==> config.mk <==
export PLATFORM = sky130hd
export DESIGN_NAME = fetch_ctrl_flat
export DESIGN_NICKNAME = d
export VERILOG_FILES = /design/src/rtl/fetch_ctrl_if.sv /design/src/rtl/fetch_ctrl.sv /design/src/flat_wrapper.sv
export SDC_FILE = /design/constraint.sdc
export NUM_CORES = 1
export LEC_CHECK = 0
export CORE_UTILIZATION = 43
export CTS_CLUSTER_SIZE = 8
export DETAILED_ROUTE_END_ITERATION = 8
export PLACE_DENSITY = 0.81
export SLEW_MARGIN = 40
export SYNTH_ARGS = -nofsm -noshare
export SYNTH_HDL_FRONTEND = slang
export SYNTH_SLANG_ARGS = --single-unit
==> constraint.sdc <==
create_clock -name clk -period 4.8 [get_ports clk]
set_clock_uncertainty 0.15 [all_clocks]
set_input_delay 0.96 -clock clk [delete_from_list [all_inputs] [get_ports clk]]
set_output_delay 0.96 -clock clk [all_outputs]
set_load 0.005 [all_outputs]
==> src/rtl/fetch_ctrl_if.sv <==
// -----------------------------------------------------------------------------
// fetch_ctrl_if
//
// Purpose: bundles the fetch controller's bus into one interface. It carries the
// hazard/redirect controls, the instruction-ROM address/data pair and the IF/ID
// pipeline register outputs.
//
// Signals (named from the fetch controller's point of view):
//   stall_i      hazard unit: hold PC and IF/ID
//   redirect_i   ID-stage branch taken or jump
//   target_i     redirect target byte address
//   flush_i      load a NOP into IF/ID
//   im_instr_i   ROM data, combinational from im_addr_o
//   im_addr_o    byte address to ROM (the fetch PC)
//   instr_d_o    IF/ID instruction
//   pc_d_o       IF/ID PC
//   pc8_d_o      IF/ID PC+8 (link value)
//   halted_o     fetch halted by the bounds checker
//   fetch_cnt_o  count of words latched into IF/ID
//
// Modports:
//   slave   the fetch controller
//   master  whatever drives the controls and supplies ROM data (core or bench)
// -----------------------------------------------------------------------------
interface fetch_ctrl_if;
  logic        stall_i;
  logic        redirect_i;
  logic [31:0] target_i;
  logic        flush_i;
  logic [31:0] im_instr_i;
  logic [31:0] im_addr_o;
  logic [31:0] instr_d_o;
  logic [31:0] pc_d_o;
  logic [31:0] pc8_d_o;
  logic        halted_o;
  logic [31:0] fetch_cnt_o;

  modport slave (
    input  stall_i, redirect_i, target_i, flush_i, im_instr_i,
    output im_addr_o, instr_d_o, pc_d_o, pc8_d_o, halted_o, fetch_cnt_o
  );

  modport master (
    output stall_i, redirect_i, target_i, flush_i, im_instr_i,
    input  im_addr_o, instr_d_o, pc_d_o, pc8_d_o, halted_o, fetch_cnt_o
  );
endinterface : fetch_ctrl_if

==> src/rtl/fetch_ctrl.sv <==
// -----------------------------------------------------------------------------
// fetch_ctrl
//
// Purpose: instruction-fetch controller for the pipelined MIPS core. It owns the
// fetch-stage PC (pc_f) and drives it straight onto the address of the
// combinational instruction ROM. It applies stall, branch/jump redirect with
// delay-slot semantics, and flush. It also registers the fetched word into the
// IF/ID pipeline register.
//
// Optional feature: define FETCH_BOUNDS_CHECK_EN to enable the bounds checker.
// The checker halts fetch when pc_f leaves [RESET_PC, RESET_PC+4*IM_WORDS) or
// is not word aligned. Once halted, fetch stays halted until reset. Without the
// macro, halted_o is tied low and redirect targets are forced word aligned.
//
// Parameters:
//   RESET_PC   PC after reset; also the ROM base address
//   IM_WORDS   ROM depth in 32-bit words
//
// Ports:
//   clk    rising-edge clock
//   reset  asynchronous, active-high reset
//   bus    fetch_ctrl_if.slave (controls in, ROM address/data, IF/ID outputs)
// -----------------------------------------------------------------------------
module fetch_ctrl #(
  parameter logic [31:0] RESET_PC = 32'h0000_3000,
  parameter int unsigned IM_WORDS = 32768
) (
  input logic         clk,
  input logic         reset,
  fetch_ctrl_if.slave bus
);

  typedef enum logic {
    ST_RUN  = 1'b0,
    ST_HALT = 1'b1
  } state_e;

  state_e      state_q, state_d;

  logic [31:0] pc_f_q, pc_f_d;
  logic [31:0] ifid_instr_q, ifid_instr_d;
  logic [31:0] ifid_pc_q, ifid_pc_d;
  logic [31:0] ifid_pc8_q, ifid_pc8_d;
  logic [31:0] fetch_cnt_q, fetch_cnt_d;

  logic [31:0] pc_plus4;
  logic [31:0] pc_plus8;
  logic [31:0] target_eff;
  logic        fault;
  logic        run;
  logic        halted;

  // Both sums wrap modulo 2^32: 0xFFFF_FFFC + 4 gives 0.
  assign pc_plus4 = pc_f_q + 32'd4;
  assign pc_plus8 = pc_f_q + 32'd8;

`ifdef FETCH_BOUNDS_CHECK_EN
  // The range compare uses 33 bits so that a window ending at 2^32 cannot wrap.
  localparam logic [32:0] PC_LO = {1'b0, RESET_PC};
  localparam logic [32:0] PC_HI = {1'b0, RESET_PC} + (33'(IM_WORDS) << 2);

  logic [32:0] pc_wide;
  assign pc_wide = {1'b0, pc_f_q};

  // The target's low bits are kept. A misaligned target then faults on the
  // cycle after it reaches pc_f, instead of being silently realigned.
  assign target_eff = bus.target_i;

  // A fault is only raised when the word would actually be latched, so a
  // stalled bad PC waits until the stall releases.
  assign fault = (state_q == ST_RUN) && !bus.stall_i &&
                 ((pc_wide < PC_LO) || (pc_wide >= PC_HI) ||
                  (pc_f_q[1:0] != 2'b00));
`else
  assign target_eff = bus.target_i & 32'hFFFF_FFFC;
  assign fault      = 1'b0;
`endif

  // ---------------------------------------------------------------------------
  // FSM: state register
  // ---------------------------------------------------------------------------
  // NOTE: sequential state uses non-blocking (<=) assignments so every register
  // samples its _d value from before the edge, whatever the process order.
  always_ff @(posedge clk or posedge reset) begin
    if (reset) begin
      state_q <= ST_RUN;
    end else begin
      state_q <= state_d;
    end
  end

  // ---------------------------------------------------------------------------
  // FSM: next-state logic
  // ---------------------------------------------------------------------------
  // NOTE: every combinational output gets a default before any branch. This
  // prevents a path that leaves it unassigned, which would infer a latch.
  always_comb begin
    state_d = state_q;
    unique case (state_q)
      ST_RUN:  if (fault) state_d = ST_HALT;
      ST_HALT: state_d = ST_HALT;         // only reset leaves HALT
      default: state_d = ST_RUN;
    endcase
  end

  // ---------------------------------------------------------------------------
  // FSM: outputs
  // ---------------------------------------------------------------------------
  always_comb begin
    run = (state_q == ST_RUN);
`ifdef FETCH_BOUNDS_CHECK_EN
    halted = (state_q == ST_HALT);
`else
    halted = 1'b0;
`endif
  end

  // ---------------------------------------------------------------------------
  // Datapath next-state: PC selection and IF/ID update
  // ---------------------------------------------------------------------------
  always_comb begin
    pc_f_d       = pc_f_q;
    ifid_instr_d = ifid_instr_q;
    ifid_pc_d    = ifid_pc_q;
    ifid_pc8_d   = ifid_pc8_q;
    fetch_cnt_d  = fetch_cnt_q;

    if (run) begin
      if (fault) begin
        // The faulting word is replaced by a NOP. PC, the IF/ID PCs and the
        // counter freeze from here until reset.
        ifid_instr_d = 32'h0000_0000;
      end else begin
        // PC: stall > redirect > sequential. A redirect seen during a stall
        // is dropped; the branch is still in ID and will re-assert it.
        if (!bus.stall_i) begin
          pc_f_d = bus.redirect_i ? target_eff : pc_plus4;
        end

        // IF/ID: flush > stall > load. A flush leaves PC selection alone.
        // The word fetched in the redirect cycle is the delay slot and is
        // latched like any other word.
        if (bus.flush_i) begin
          ifid_instr_d = 32'h0000_0000;
          ifid_pc_d    = pc_f_q;
          ifid_pc8_d   = pc_plus8;
        end else if (!bus.stall_i) begin
          ifid_instr_d = bus.im_instr_i;
          ifid_pc_d    = pc_f_q;
          ifid_pc8_d   = pc_plus8;
          fetch_cnt_d  = fetch_cnt_q + 32'd1;
        end
      end
    end
  end

  // ---------------------------------------------------------------------------
  // Datapath registers
  // ---------------------------------------------------------------------------
  // NOTE: every register here is a pipeline/control flop that software-visible
  // behaviour depends on, so all of them take the async reset. There is no
  // storage array here that could be left unreset.
  always_ff @(posedge clk or posedge reset) begin
    if (reset) begin
      pc_f_q       <= RESET_PC;
      ifid_instr_q <= 32'h0000_0000;
      ifid_pc_q    <= 32'h0000_0000;
      ifid_pc8_q   <= 32'h0000_0000;
      fetch_cnt_q  <= 32'h0000_0000;
    end else begin
      pc_f_q       <= pc_f_d;
      ifid_instr_q <= ifid_instr_d;
      ifid_pc_q    <= ifid_pc_d;
      ifid_pc8_q   <= ifid_pc8_d;
      fetch_cnt_q  <= fetch_cnt_d;
    end
  end

  // ---------------------------------------------------------------------------
  // Outputs
  // ---------------------------------------------------------------------------
  assign bus.im_addr_o   = pc_f_q;
  assign bus.instr_d_o   = ifid_instr_q;
  assign bus.pc_d_o      = ifid_pc_q;
  assign bus.pc8_d_o     = ifid_pc8_q;
  assign bus.halted_o    = halted;
  assign bus.fetch_cnt_o = fetch_cnt_q;

endmodule : fetch_ctrl
==> src/flat_wrapper.sv <==
// flat-port wrapper written by rule: the top's interface ports become plain ports
module fetch_ctrl_flat 
#(
  parameter logic [31:0] RESET_PC = 32'h0000_3000,
  parameter int unsigned IM_WORDS = 32768
)
  (clk, reset, bus_stall_i, bus_redirect_i, bus_target_i, bus_flush_i, bus_im_instr_i, bus_im_addr_o, bus_instr_d_o, bus_pc_d_o, bus_pc8_d_o, bus_halted_o, bus_fetch_cnt_o);
  fetch_ctrl_if bus_i ();
  input logic clk;
  input logic reset;
  input wire logic [$bits(bus_i.stall_i)-1:0] bus_stall_i;
  input wire logic [$bits(bus_i.redirect_i)-1:0] bus_redirect_i;
  input wire logic [$bits(bus_i.target_i)-1:0] bus_target_i;
  input wire logic [$bits(bus_i.flush_i)-1:0] bus_flush_i;
  input wire logic [$bits(bus_i.im_instr_i)-1:0] bus_im_instr_i;
  output wire logic [$bits(bus_i.im_addr_o)-1:0] bus_im_addr_o;
  output wire logic [$bits(bus_i.instr_d_o)-1:0] bus_instr_d_o;
  output wire logic [$bits(bus_i.pc_d_o)-1:0] bus_pc_d_o;
  output wire logic [$bits(bus_i.pc8_d_o)-1:0] bus_pc8_d_o;
  output wire logic [$bits(bus_i.halted_o)-1:0] bus_halted_o;
  output wire logic [$bits(bus_i.fetch_cnt_o)-1:0] bus_fetch_cnt_o;
  assign bus_i.stall_i = bus_stall_i;
  assign bus_i.redirect_i = bus_redirect_i;
  assign bus_i.target_i = bus_target_i;
  assign bus_i.flush_i = bus_flush_i;
  assign bus_i.im_instr_i = bus_im_instr_i;
  assign bus_im_addr_o = bus_i.im_addr_o;
  assign bus_instr_d_o = bus_i.instr_d_o;
  assign bus_pc_d_o = bus_i.pc_d_o;
  assign bus_pc8_d_o = bus_i.pc8_d_o;
  assign bus_halted_o = bus_i.halted_o;
  assign bus_fetch_cnt_o = bus_i.fetch_cnt_o;
  fetch_ctrl #(.RESET_PC(RESET_PC), .IM_WORDS(IM_WORDS)) u_core (.clk(clk), .reset(reset), .bus(bus_i));
endmodule
* Yosys cells after proc, flatten, opt, wreduce, memory -nomap -nowiden
Cells that the tools add are included.
** Storage, ports and cells
- Flip-flop bits (word level) :: 161
- Output and inout port bits :: 161
- Word-level logic and storage cells :: 24
** Operators by class
- Reduce and logical (&&, ||, !) cells :: 3
- Bitwise logic cells :: 3
- Equal/unequal tests :: 1
- $add $sub $neg :: 3
- Muxes and demuxes :: 8
** Operator list (number)
- $mux W32 :: 7
- $add A32 B1 Y32 const B :: 1
- $add A32 B3 Y32 const B :: 1
- $add A32 B4 Y32 const B :: 1
- $reduce_and A2 Y1 :: 2
- $not A1 Y1 :: 3
- $reduce_and A3 Y1 :: 1
- $ne A2 B1 Y1 const B :: 1
- $pmux W1 S2 :: 1

* Depth between registers and ports, before layout
Gate-level depths: netlist (run 1).
- Word-level depth :: 3
- Mapped depth :: 7
- Gate-level depth less buffers :: 6

* Least setup slack after synthesis (run 1)
Ideal clock, no wire load.
- Kind :: input port to flip-flop
- Start point :: in bus_flush_i
- End point :: reg u_core.fetch_cnt_q[19], in the netlist u_core.bus.fetch_cnt_o[19]
- Setup slack :: 2.327 ns
- Data required time :: 4.571 ns
- Stages :: 6
- Setup time :: 0.079 ns
- Arrival time :: 2.244 ns
- Cells stage by stage :: buf_2 -> nor2_2 -> nand4_2 -> or4_1 -> nor2_1 -> xor2_1
** On the way
- Cells in the longest elaborated chain, start to end :: 2
** Ends and longest elaborated chain
- start: declaration :: line flat_wrapper.sv:14 : input wire logic [$bits(bus_i.flush_i)-1:0] bus_flush_i;
- $not A1 Y1 (no line)
- $reduce_and A3 Y1 (no line)
- end signal: assignment :: line fetch_ctrl.sv:175 : fetch_cnt_q <= fetch_cnt_d;
- end: declaration :: line fetch_ctrl.sv:44 : logic [31:0] fetch_cnt_q, fetch_cnt_d;
No other way between the ends.
A chain may end at the register's enable or synchronous reset.

* Worst setup path after layout (run 1)
- Start point :: reg u_core.pc_f_q[2], in the netlist u_core.bus.im_addr_o[2]
- End point :: reg u_core.pc_f_q[24], in the netlist u_core.bus.im_addr_o[24]
** On the way
- Cells in the longest elaborated chain, start to end :: 2
** Ends and longest elaborated chain
- start: declaration :: line fetch_ctrl.sv:40 : logic [31:0] pc_f_q, pc_f_d;
- start signal: assignment :: line fetch_ctrl.sv:171 : pc_f_q <= pc_f_d;
- $add A32 B3 Y32 :: line fetch_ctrl.sv:54 : assign pc_plus4 = pc_f_q + 32'd4;
- $mux W32 :: line fetch_ctrl.sv:137 : pc_f_d = bus.redirect_i ? target_eff : pc_plus4;
No other way between the ends.

==> impl_metrics.py, run 1 <==
metrics = {
    "clocking": {
        "cts_buffer_depth": 2,
        "clkTransAtPathRegs_ps": 70,
        "cts.sinks": 153,
        "cts_buffers": 17,
        "insertion_delay_ps": 430,
        "ctsHoldBuffers": 0,
        "cts_setup_buffers": 0,
        "clockRootBuffer": "clkbuf_16",
        "cts_resized": 0,
        "cts_tree": "yes",
        "htreeDepth": 4,
    },
    "global_route": {
        "gr-usage-met2": 0.3569,
        "top_usage_layer": "met2",
        "grt_max_degree": 88,
        "met3_usage": 0.07701,
        "antenna_found_initial": 1,
        "grt_use_total": 0.2296,
        "grt_pass1_vias": 5890,
        "grt_use_met1": 0.2951,
        "grt_pass1_wl_mm": 31.62,
        "overflow": 0,
    },
    "worst_hold_path": {
        "min_to": "u_core.bus.pc8_d_o[7]$_DFFE_PP0P_",
        "hold_path.class": "reg2reg",
        "hold_depth": 2,
        "holdCritStartpoint": "u_core.bus.pc8_d_o[7]$_DFFE_PP0P_",
    },
    "power": {
        "internal-power_mw": 2.798,
        "peakVddDrop_mv": 0.2452,
        "power_switching_mw": 1.059,
        "switching_share": 0.2745,
        "p_seq_frac": 0.432,
        "p_per_area_mw_per_mm2": 372.9,
        "clockPowerShare": 0.369,
        "leakage_nw": 4.236,
        "pwr-share-comb": 0.198,
    },
    "logic_synthesis": {
        "synth_edf_count": 0,
        "yosys_warnings": 0,
        "ys.flop_type": "dfrtp_1",
        "ys_seq_elements": 153,
        "ys_types": 56,
        "synth_top_area_frac": 0.5125,
        "yosysTopAreaCell": "dfrtp_1",
        "ys_seq_area_frac": 0.5196,
        "netlist_area_sq_mm": 0.007373,
        "synthArstFlopShare": 1.000,
        "synthTopCellsByArea": "dfrtp_1, mux2i_1, mux2_2, nand2_1, xnor2_1",
        "syn_avg_cell_area_sq_um": 10.33,
        "synthCells": 714,
    },
    "worst_setup_path": {
        "worstPathArrival_ps": 3050,
        "setup.worst_path.class": "reg2reg",
        "slowest_stage": "nor3_1",
        "r2r_setup_slack_ps": 1870,
        "critPathMaxFanout": 12,
        "cp.required_ps": 4920,
        "timing.rr.start": "u_core.bus.im_addr_o[2]$_DFFE_PP0N_",
        "ff2ff_path_depth": 6,
        "path_cells": "ha_1 > nand3_1 > nor2_1 > nand2_1 > nor3_1 > a311oi_1",
        "cp-start-kind": "register",
        "crit_buf_inv": 0,
        "end_kind": "register",
        "r2r_end": "u_core.bus.im_addr_o[24]$_DFFE_PP0N_",
        "cp_slowest_stage_delay_ps": 680,
        "path_delay_family": "simple AND/OR/NAND/NOR gates",
    },
    "final_layout": {
        "final_common_cell": "clkdlybuf4s50_1",
        "syn_to_final_growth_pct": 40.29,
        "final_area_sq_mm": 0.01034,
        "finalNetCount": 981,
        "fillers": 1364,
        "final_cell_mix": "clkdlybuf4s50_1, dfrtp_1, nand2_1",
        "drive_gt1_frac": 0.1041,
    },
    "sta": {
        "hold_violations": 0,
        "rsz0062_at_grt": "no",
        "setup_viol_count_final": 0,
        "worstMarginPinSlew_ps": 818.7,
        "fin_setup_tns_ps": 0,
        "slew_headroom": 0.4500,
        "min_period_ps": 2926,
        "fin_crit_sh": 0.6095,
        "slew_violations": 0,
        "clock.fmax_mhz": 341.8,
    },
    "placed_design": {
        "dp_hpwl_mm": 14.06,
        "numPortBuffers": 220,
        "dpl-instance-area_sq_mm": 0.009711,
        "gp_congestion": 0.8455,
    },
    "run": {
        "maxCapViolCount": 0,
    },
    "detailed_routing": {
        "via_per_inst": 5.405,
        "remaining_drc_errors": 0,
        "drt_iter0_markers": 413,
        "wl_per_cell_microns": 17.30,
        "drt_wl_total_mm": 19.78,
        "vias": 6178,
        "ant_nets": 0,
        "first_pass_iters": 6,
    },
    "floorplanning": {
        "core_area_sq_mm": 0.01664,
        "boundaryPins": 230,
        "die_w_microns": 132.9,
        "dieHeight_microns": 132.9,
        "die_area_sq_mm": 0.01767,
        "rows": 47,
        "initial_core_util": 0.4430,
    },
    "outcome": {
        "status": "finished clean",
    },
}
==> per-layer routing <==
metal / vias to the layer above / wire length [microns]
met5: - / 0
met4: 0 / 461
met3: 37 / 1896
met2: 291 / 9390
met1: 2957 / 8029
li1: 2893 / -
==> power by group through the flow <==
stage	clock (mW)	combinational [mW]	sequential, mW
after CTS	1.45	0.776	1.67
final	1.42	0.765	1.67
after global routing	1.49	0.834	1.70
after global placement	0	0.751	1.68
after detailed placement	0	0.773	1.68
after floorplan	0	0.352	1.61
==> synthesized netlist by cell type, types with 6 or more instances <==
library cell / instances
a21oi_1: 13
o21ai_1: 21
mux2_2: 30
mux2i_1: 34
xnor2_1: 29
buf_4: 11
and4_1: 9
nor2_1: 67
inv_1: 6
nor3_1: 9
nand4_1: 17
xor2_1: 29
clkbuf_1: 29
o21ai_0: 34
a22oi_1: 9
nor4_2: 6
nand3_1: 29
a31oi_1: 6
nand2_1: 85
dfrtp_1: 151
buf_2: 15
==> registers in the layout, summed over array words and instances (netlist names) <==
signal / count
u_core.bus.fetch_cnt_o: 32
u_core.bus.im_addr_o: 30
u_core.bus.instr_d_o: 32
u_core.bus.pc8_d_o: 30
u_core.bus.pc_d_o: 29
==> worst max path at each step <==
stage	from	to	slack, ps	cells past startpoint
2_1_floorplan	reset	u_core.bus.fetch_cnt_o[0]$_DFFE_PP0P_	1760	1
3_3_place_gp	bus_stall_i	u_core.bus.pc_d_o[25]$_DFFE_PP0P_	1530	5
3_5_place_dp	bus_stall_i	u_core.bus.pc_d_o[4]$_DFFE_PP0P_	1530	5
4_1_cts	u_core.bus.im_addr_o[5]$_DFFE_PP0N_	bus_im_addr_o[5]	1980	1
5_1_grt	u_core.bus.im_addr_o[2]$_DFFE_PP0N_	u_core.bus.im_addr_o[24]$_DFFE_PP0N_	1790	6
6_report	u_core.bus.im_addr_o[2]$_DFFE_PP0N_	u_core.bus.im_addr_o[24]$_DFFE_PP0N_	1870	6
==> cells by family (layout without fill, tap and decap cells) <==
family,after synthesis,after routing,synth area share
compound gates,110,110,0.09045
xor+xnor,58,58,0.06889
fa+ha+maj,3,3,0.005091
buf+inv,65,267,0.04140
flops,153,153,0.5196
mux,64,64,0.09197
other cells,1,8,0.0005086
simple gates,260,260,0.1821
==> cell type report <==
type                    count  area [sq um]  area share
flip-flops and latches    153          3831      0.3704
multi-input cells         502          3267      0.3158
repair buffers            228          2307      0.2231
clock buffers              20         466.7     0.04512
well taps                 220         275.3     0.02661
clock inverters            12         163.9     0.01585
inverters                   7         30.03    0.002903
diodes                      1         2.502   0.0002419
==> through the flow <==
| step | hold WS [ps] | worst slack, ps | util | total power, mW | cells |
|---|---|---|---|---|---|
| after CTS | 333.7 | 1978 | 0.6214 | 3.893 | 1142 |
| final | 324.0 | 1874 | 0.6215 | 3.858 | 1143 |
| after detailed placement | 320.7 | 1533 | 0.5835 | 2.458 | 1110 |
| after global routing | 340.8 | 1791 | 0.6214 | 4.022 | 1142 |
| after floorplan | 318.4 | 1761 | - | 1.964 | 720 |
| after global placement | 311.8 | 1529 | 0.5823 | 2.428 | 1109 |
==> worst reg2reg max path, cell delays in order (launching register included) <==
cell and delay (ps):
dfrtp_1 640, ha_1 360, nand3_1 180, nor2_1 360, nand2_1 180, nor3_1 680
a311oi_1 220
No activity file was read; power rests on OpenSTA's default activity.
==> inputs of run 2 (changes only) <==
- clock period: 4.8 -> 2.6 ns (I/O delays scaled with it)
==> run 2 against run 1 <==
Effect of this change: via count is 2.8% higher; die area stayed put; clock power increased by 78%; sequential cell count unchanged; critical endpoint is now bus_im_addr_o[5]; sequential share of layout area decreased by 0.73 points; cell count rose by 2.7%; largest cell class unchanged; worst setup slack got worse by 1700 ps.
==> impl_metrics.py, run 2 (synthesis results as in run 1) <==
metrics = {
    "sta": {
        "fin_setup_tns_ps": 0,
        "rsz0062_at_grt": "no",
        "min_period_ps": 2388,
        "fin_crit_sh": 0.9183,
        "setup_ws_ps": 212.3,
        "clock.fmax_mhz": 418.8,
        "slew_violations": 0,
        "slew_headroom": 0.5945,
        "setup_viol_count_final": 0,
        "hold_violations": 0,
        "worstMarginPinSlew_ps": 607.0,
    },
    "worst_setup_path": {
        "cp.required_ps": 1930,
        "worstPathArrival_ps": 1720,
        "r2r_end": "u_core.bus.im_addr_o[27]$_DFFE_PP0N_",
        "startpoint": "u_core.bus.im_addr_o[5]$_DFFE_PP0N_",
        "r2r_setup_slack_ps": 330,
        "worstSetupEndpoint": "bus_im_addr_o[5]",
        "end_kind": "output pin",
        "critPathMaxFanout": 9,
        "setup.worst_path.class": "reg2out",
        "timing.rr.start": "u_core.bus.im_addr_o[3]$_DFFE_PP0N_",
        "cp-start-kind": "register",
        "ff2ff_path_depth": 6,
    },
    "detailed_routing": {
        "drt_wl_total_mm": 20.60,
        "drt_iter0_markers": 433,
        "dr.max_layer_used": "met4",
        "via_per_inst": 5.412,
        "ant_nets": 0,
        "wl_per_cell_microns": 17.55,
        "wl_met1_mm": 8.420,
        "dr_wl_met2_mm": 9.785,
        "first_pass_iters": 5,
        "remaining_drc_errors": 0,
        "wl_met3_mm": 1.898,
        "vias": 6354,
    },
    "global_route": {
        "grt_pass1_wl_mm": 33.18,
        "grt_use_total": 0.2409,
        "grt_max_degree": 55,
        "grt_pass1_vias": 6263,
        "overflow": 0,
        "antenna_found_initial": 0,
    },
    "worst_hold_path": {
        "hold_path.class": "reg2reg",
        "holdCritStartpoint": "u_core.bus.pc8_d_o[12]$_DFFE_PP0P_",
    },
    "power": {
        "power_switching_mw": 1.951,
        "fin_total_pwr_mw": 7.097,
        "p_per_area_mw_per_mm2": 672.5,
        "leakage_nw": 4.379,
        "pwr-share-comb": 0.218,
        "p_seq_frac": 0.426,
        "switching_share": 0.2749,
        "peakVddDrop_mv": 0.4702,
        "internal-power_mw": 5.146,
        "clockPowerShare": 0.356,
    },
    "clocking": {
        "cts_resized": 0,
        "ctsHoldBuffers": 0,
        "htreeDepth": 4,
        "clockRootBuffer": "clkbuf_16",
        "insertion_delay_ps": 430,
        "cts_buffer_depth": 2,
        "cts_buffers": 17,
        "cts_setup_buffers": 0,
        "cts_tree": "yes",
        "cts.sinks": 153,
        "clkTransAtPathRegs_ps": 60,
    },
    "final_layout": {
        "fillers": 1335,
        "final_common_cell": "clkdlybuf4s50_1",
        "drive_gt1_frac": 0.1331,
        "finalNetCount": 1014,
        "syn_to_final_growth_pct": 43.12,
        "n_antenna_cell": 0,
        "final_cell_mix": "clkdlybuf4s50_1, dfrtp_1, nand2_1",
    },
    "placed_design": {
        "detailedPlace.worstSlack_ps": 204.5,
        "dp_hpwl_mm": 14.70,
        "numPortBuffers": 220,
        "gp_congestion": 0.8590,
    },
    "run": {
        "maxCapViolCount": 0,
    },
    "floorplanning": {
        "initial_core_util": 0.4430,
        "die_w_microns": 132.9,
        "rows": 47,
        "boundaryPins": 230,
        "core_area_sq_mm": 0.01664,
        "die_area_sq_mm": 0.01767,
        "dieHeight_microns": 132.9,
    },
    "outcome": {
        "status": "finished clean",
    },
}
run 2: cell count changes in the layout (fill, tap and decap cells not counted), sizes merged:
| cell | previous run | this run |
|---|---|---|
| diode | 1 | 0 |
| buf | 9 | 42 |
| inv | 9 | 6 |
| clkinvlp | 2 | 3 |
| clkinv | 5 | 7 |
| clkbuf | 20 | 19 |
run 2: how the worst min path moves through the flow:
stage	endpoint	slack (ps)	cells after the start
after floorplan	u_core.bus.fetch_cnt_o[31]$_DFFE_PP0P_	320	1
after global placement	u_core.bus.pc8_d_o[7]$_DFFE_PP0P_	310	2
after detailed placement	u_core.bus.fetch_cnt_o[31]$_DFFE_PP0P_	320	1
after CTS	u_core.bus.fetch_cnt_o[31]$_DFFE_PP0P_	330	1
after global routing	u_core.bus.fetch_cnt_o[26]$_DFFE_PP0P_	350	1
final	u_core.bus.pc8_d_o[12]$_DFFE_PP0P_	330	2
run 2: area by class of cell:
| cell class | count | area [sq um] | area share |
|---|---|---|---|
| timing repair buffer | 261 | 2555 | 0.2421 |
| multi-input combinational | 502 | 3267 | 0.3096 |
| clock buffer | 19 | 442.9 | 0.04197 |
| inverter | 7 | 30.03 | 0.002846 |
| sequential | 153 | 3831 | 0.3631 |
| clock inverter | 12 | 151.4 | 0.01435 |
| tap | 220 | 275.3 | 0.02608 |
run 2: stage by stage:
stage                     cell area [sq um]  utilization  hold WS (ps)  cells
after detailed placement               9958       0.5984         317.9   1143
after floorplan                        7400            -         318.4    720
after CTS                             10550       0.6341         334.3   1174
after global routing                  10550       0.6341         352.2   1174
after global placement                 9958       0.5984         312.2   1143
final                                 10550       0.6341         329.3   1174
run 2: critical path: stages, from the launching register on:
cell and delay [ps]:
dfrtp_1 580, buf_4 210, clkdlybuf4s50_1 500
run 2: routing by layer:
metal	GRT usage	up-vias
met5	0	-
met3	0.06820	36
li1	-	2952
met1	0.3094	3047
met4	0.09387	0
met2	0.3845	319
run 2: power by group through the flow:
| stage | Clock (mW) | Sequential, mW | Combinational, mW |
|---|---|---|---|
| after floorplan | 0 | 2.98 | 0.650 |
| after global placement | 0 | 3.04 | 1.52 |
| after detailed placement | 0 | 3.05 | 1.55 |
| after CTS | 2.57 | 3.02 | 1.56 |
| after global routing | 2.67 | 3.07 | 1.68 |
| final | 2.53 | 3.02 | 1.55 |
==> inputs of run 3 (changes only) <==
==> constraint.sdc (replaced) <==
create_clock -name clk -period 2.6 [get_ports clk]
set_clock_uncertainty 0.15 [all_clocks]
set_input_delay 0.26 -clock clk [delete_from_list [all_inputs] [get_ports clk]]
set_output_delay 0.26 -clock clk [all_outputs]
set_load 0.005 [all_outputs]
==> run 3 against run 2 <==
Effect of this change: clock power up 6%; worst hold slack worse by 280 ps; combinational power about the same; critical path depth up 4; sequential share of layout area up 0.21 points; largest cell class unchanged; highest routed layer unchanged.
==> impl_metrics.py, run 3 (synthesis results as in run 1) <==
metrics = {
    "outcome": {
        "status": "finished clean",
    },
    "final_layout": {
        "fillers": 1359,
        "drive_gt1_frac": 0.1231,
        "finalNetCount": 1001,
        "utilization": 0.6304,
        "syn_to_final_growth_pct": 42.29,
        "final_cell_mix": "clkdlybuf4s50_1, dfrtp_1, nand2_1",
        "fin_cells": 1162,
        "n_antenna_cell": 0,
        "final_common_cell": "clkdlybuf4s50_1",
    },
    "placed_design": {
        "place_inst": 1130,
        "detailedPlace.worstSlack_ps": 236.6,
        "numPortBuffers": 220,
        "dp_hpwl_mm": 14.16,
        "gp_congestion": 0.8566,
    },
    "sta": {
        "min_period_ps": 2244,
        "slew_headroom": 0.5847,
        "worstMarginPinSlew_ps": 620.7,
        "fin_setup_tns_ps": 0,
        "slew_violations": 0,
        "clock.fmax_mhz": 445.6,
        "fin_crit_sh": 0.8631,
        "setup_ws_ps": 356.0,
        "hold_violations": 0,
        "rsz0062_at_grt": "no",
        "setup_viol_count_final": 0,
    },
    "clocking": {
        "clkTransAtPathRegs_ps": 70,
        "cts_buffers": 17,
        "cts_setup_buffers": 0,
        "cts_resized": 0,
        "clockRootBuffer": "clkbuf_16",
        "cts_tree": "yes",
        "cts.sinks": 153,
        "ctsHoldBuffers": 0,
        "htreeDepth": 4,
        "insertion_delay_ps": 420,
        "cts_buffer_depth": 2,
    },
    "detailed_routing": {
        "ant_nets": 0,
        "remaining_drc_errors": 0,
        "via_per_inst": 5.324,
        "wl_per_cell_microns": 17.05,
        "vias": 6186,
        "first_pass_iters": 5,
        "drt_wl_total_mm": 19.82,
        "drt_iter0_markers": 456,
    },
    "floorplanning": {
        "rows": 47,
        "dieHeight_microns": 132.9,
        "boundaryPins": 230,
        "die_area_sq_mm": 0.01767,
        "initial_core_util": 0.4430,
        "die_w_microns": 132.9,
        "core_area_sq_mm": 0.01664,
    },
    "worst_setup_path": {
        "end_kind": "register",
        "cp.required_ps": 2800,
        "setup.worst_path.class": "reg2reg",
        "worstPathArrival_ps": 2440,
        "cp-start-kind": "register",
        "critPathMaxFanout": 8,
    },
    "global_route": {
        "antenna_found_initial": 0,
        "grt_use_total": 0.2311,
        "grt_pass1_vias": 6068,
        "overflow": 0,
        "grt_pass1_wl_mm": 31.71,
        "grt_max_degree": 63,
    },
    "power": {
        "p_per_area_mw_per_mm2": 689.3,
        "peakVddDrop_mv": 0.4712,
        "leakage_nw": 4.325,
    },
    "worst_hold_path": {
        "hold_path.class": "in2async",
    },
    "run": {
        "maxCapViolCount": 0,
    },
}
-- run 3: power by group --
part	switching, mW	total [mW]	internal [mW]
Combinational	0.603	1.52	0.920
Sequential	0.333	3.02	2.69
Clock	1.02	2.69	1.67
-- run 3: path summary, 6_finish.rpt --
| kind | from | end | slack (ps) | cells past startpoint |
|---|---|---|---|---|
| worst max-delay path | u_core.bus.im_addr_o[3]$_DFFE_PP0N_ | u_core.bus.im_addr_o[27]$_DFFE_PP0N_ | 360 | 6 |
| worst min-delay path | reset | u_core.bus.instr_d_o[0]$_DFFE_PP0P_ | 50 | 2 |
| worst max register to register | u_core.bus.im_addr_o[3]$_DFFE_PP0N_ | u_core.bus.im_addr_o[27]$_DFFE_PP0N_ | 360 | 6 |
| worst min register to register | u_core.bus.pc8_d_o[3]$_DFFE_PP0P_ | u_core.bus.pc8_d_o[3]$_DFFE_PP0P_ | 330 | 2 |
| max in group asynchronous | reset | u_core.bus.im_addr_o[13]$_DFFE_PP1N_ | 1540 | 3 |
| min in group clk | bus_stall_i | u_core.bus.instr_d_o[15]$_DFFE_PP0P_ | 90 | 3 |
-- run 3: area by class of cell --
| cell class | count | area, sq um | share of cell area |
|---|---|---|---|
| Tap cell | 220 | 275.3 | 0.02624 |
| Multi-Input combinational cell | 502 | 3267 | 0.3114 |
| Timing Repair Buffer | 248 | 2445 | 0.2330 |
| Clock inverter | 13 | 190.2 | 0.01813 |
| Clock buffer | 19 | 452.9 | 0.04317 |
| Sequential cell | 153 | 3831 | 0.3652 |
| Inverter | 7 | 30.03 | 0.002862 |
-- run 3: critical path: stages (launching register included) --
cell and delay (ps):
dfrtp_1 490, ha_1 310, nand2_1 220, nor4_2 450, nand2_1 140, or3_1 330, nand3_1 90
-- run 3: per-stage QoR --
step	instance area, sq um	power [mW]	hold WS, ps
after floorplan	7400	3.626	240.8
after global placement	9848	4.535	312.4
after detailed placement	9848	4.584	323.0
after CTS	10490	7.300	55.51
after global routing	10490	7.559	72.68
final	10490	7.232	53.15
-- run 3: routing by layer --
layer / part of all wire / vias to the layer above / track usage
li1: - / 2925 / -
met4: 0.027 / 0 / 0.09387
met5: 0 / - / 0
met2: 0.46 / 281 / 0.3517
met1: 0.42 / 2934 / 0.3043
met3: 0.092 / 46 / 0.07433
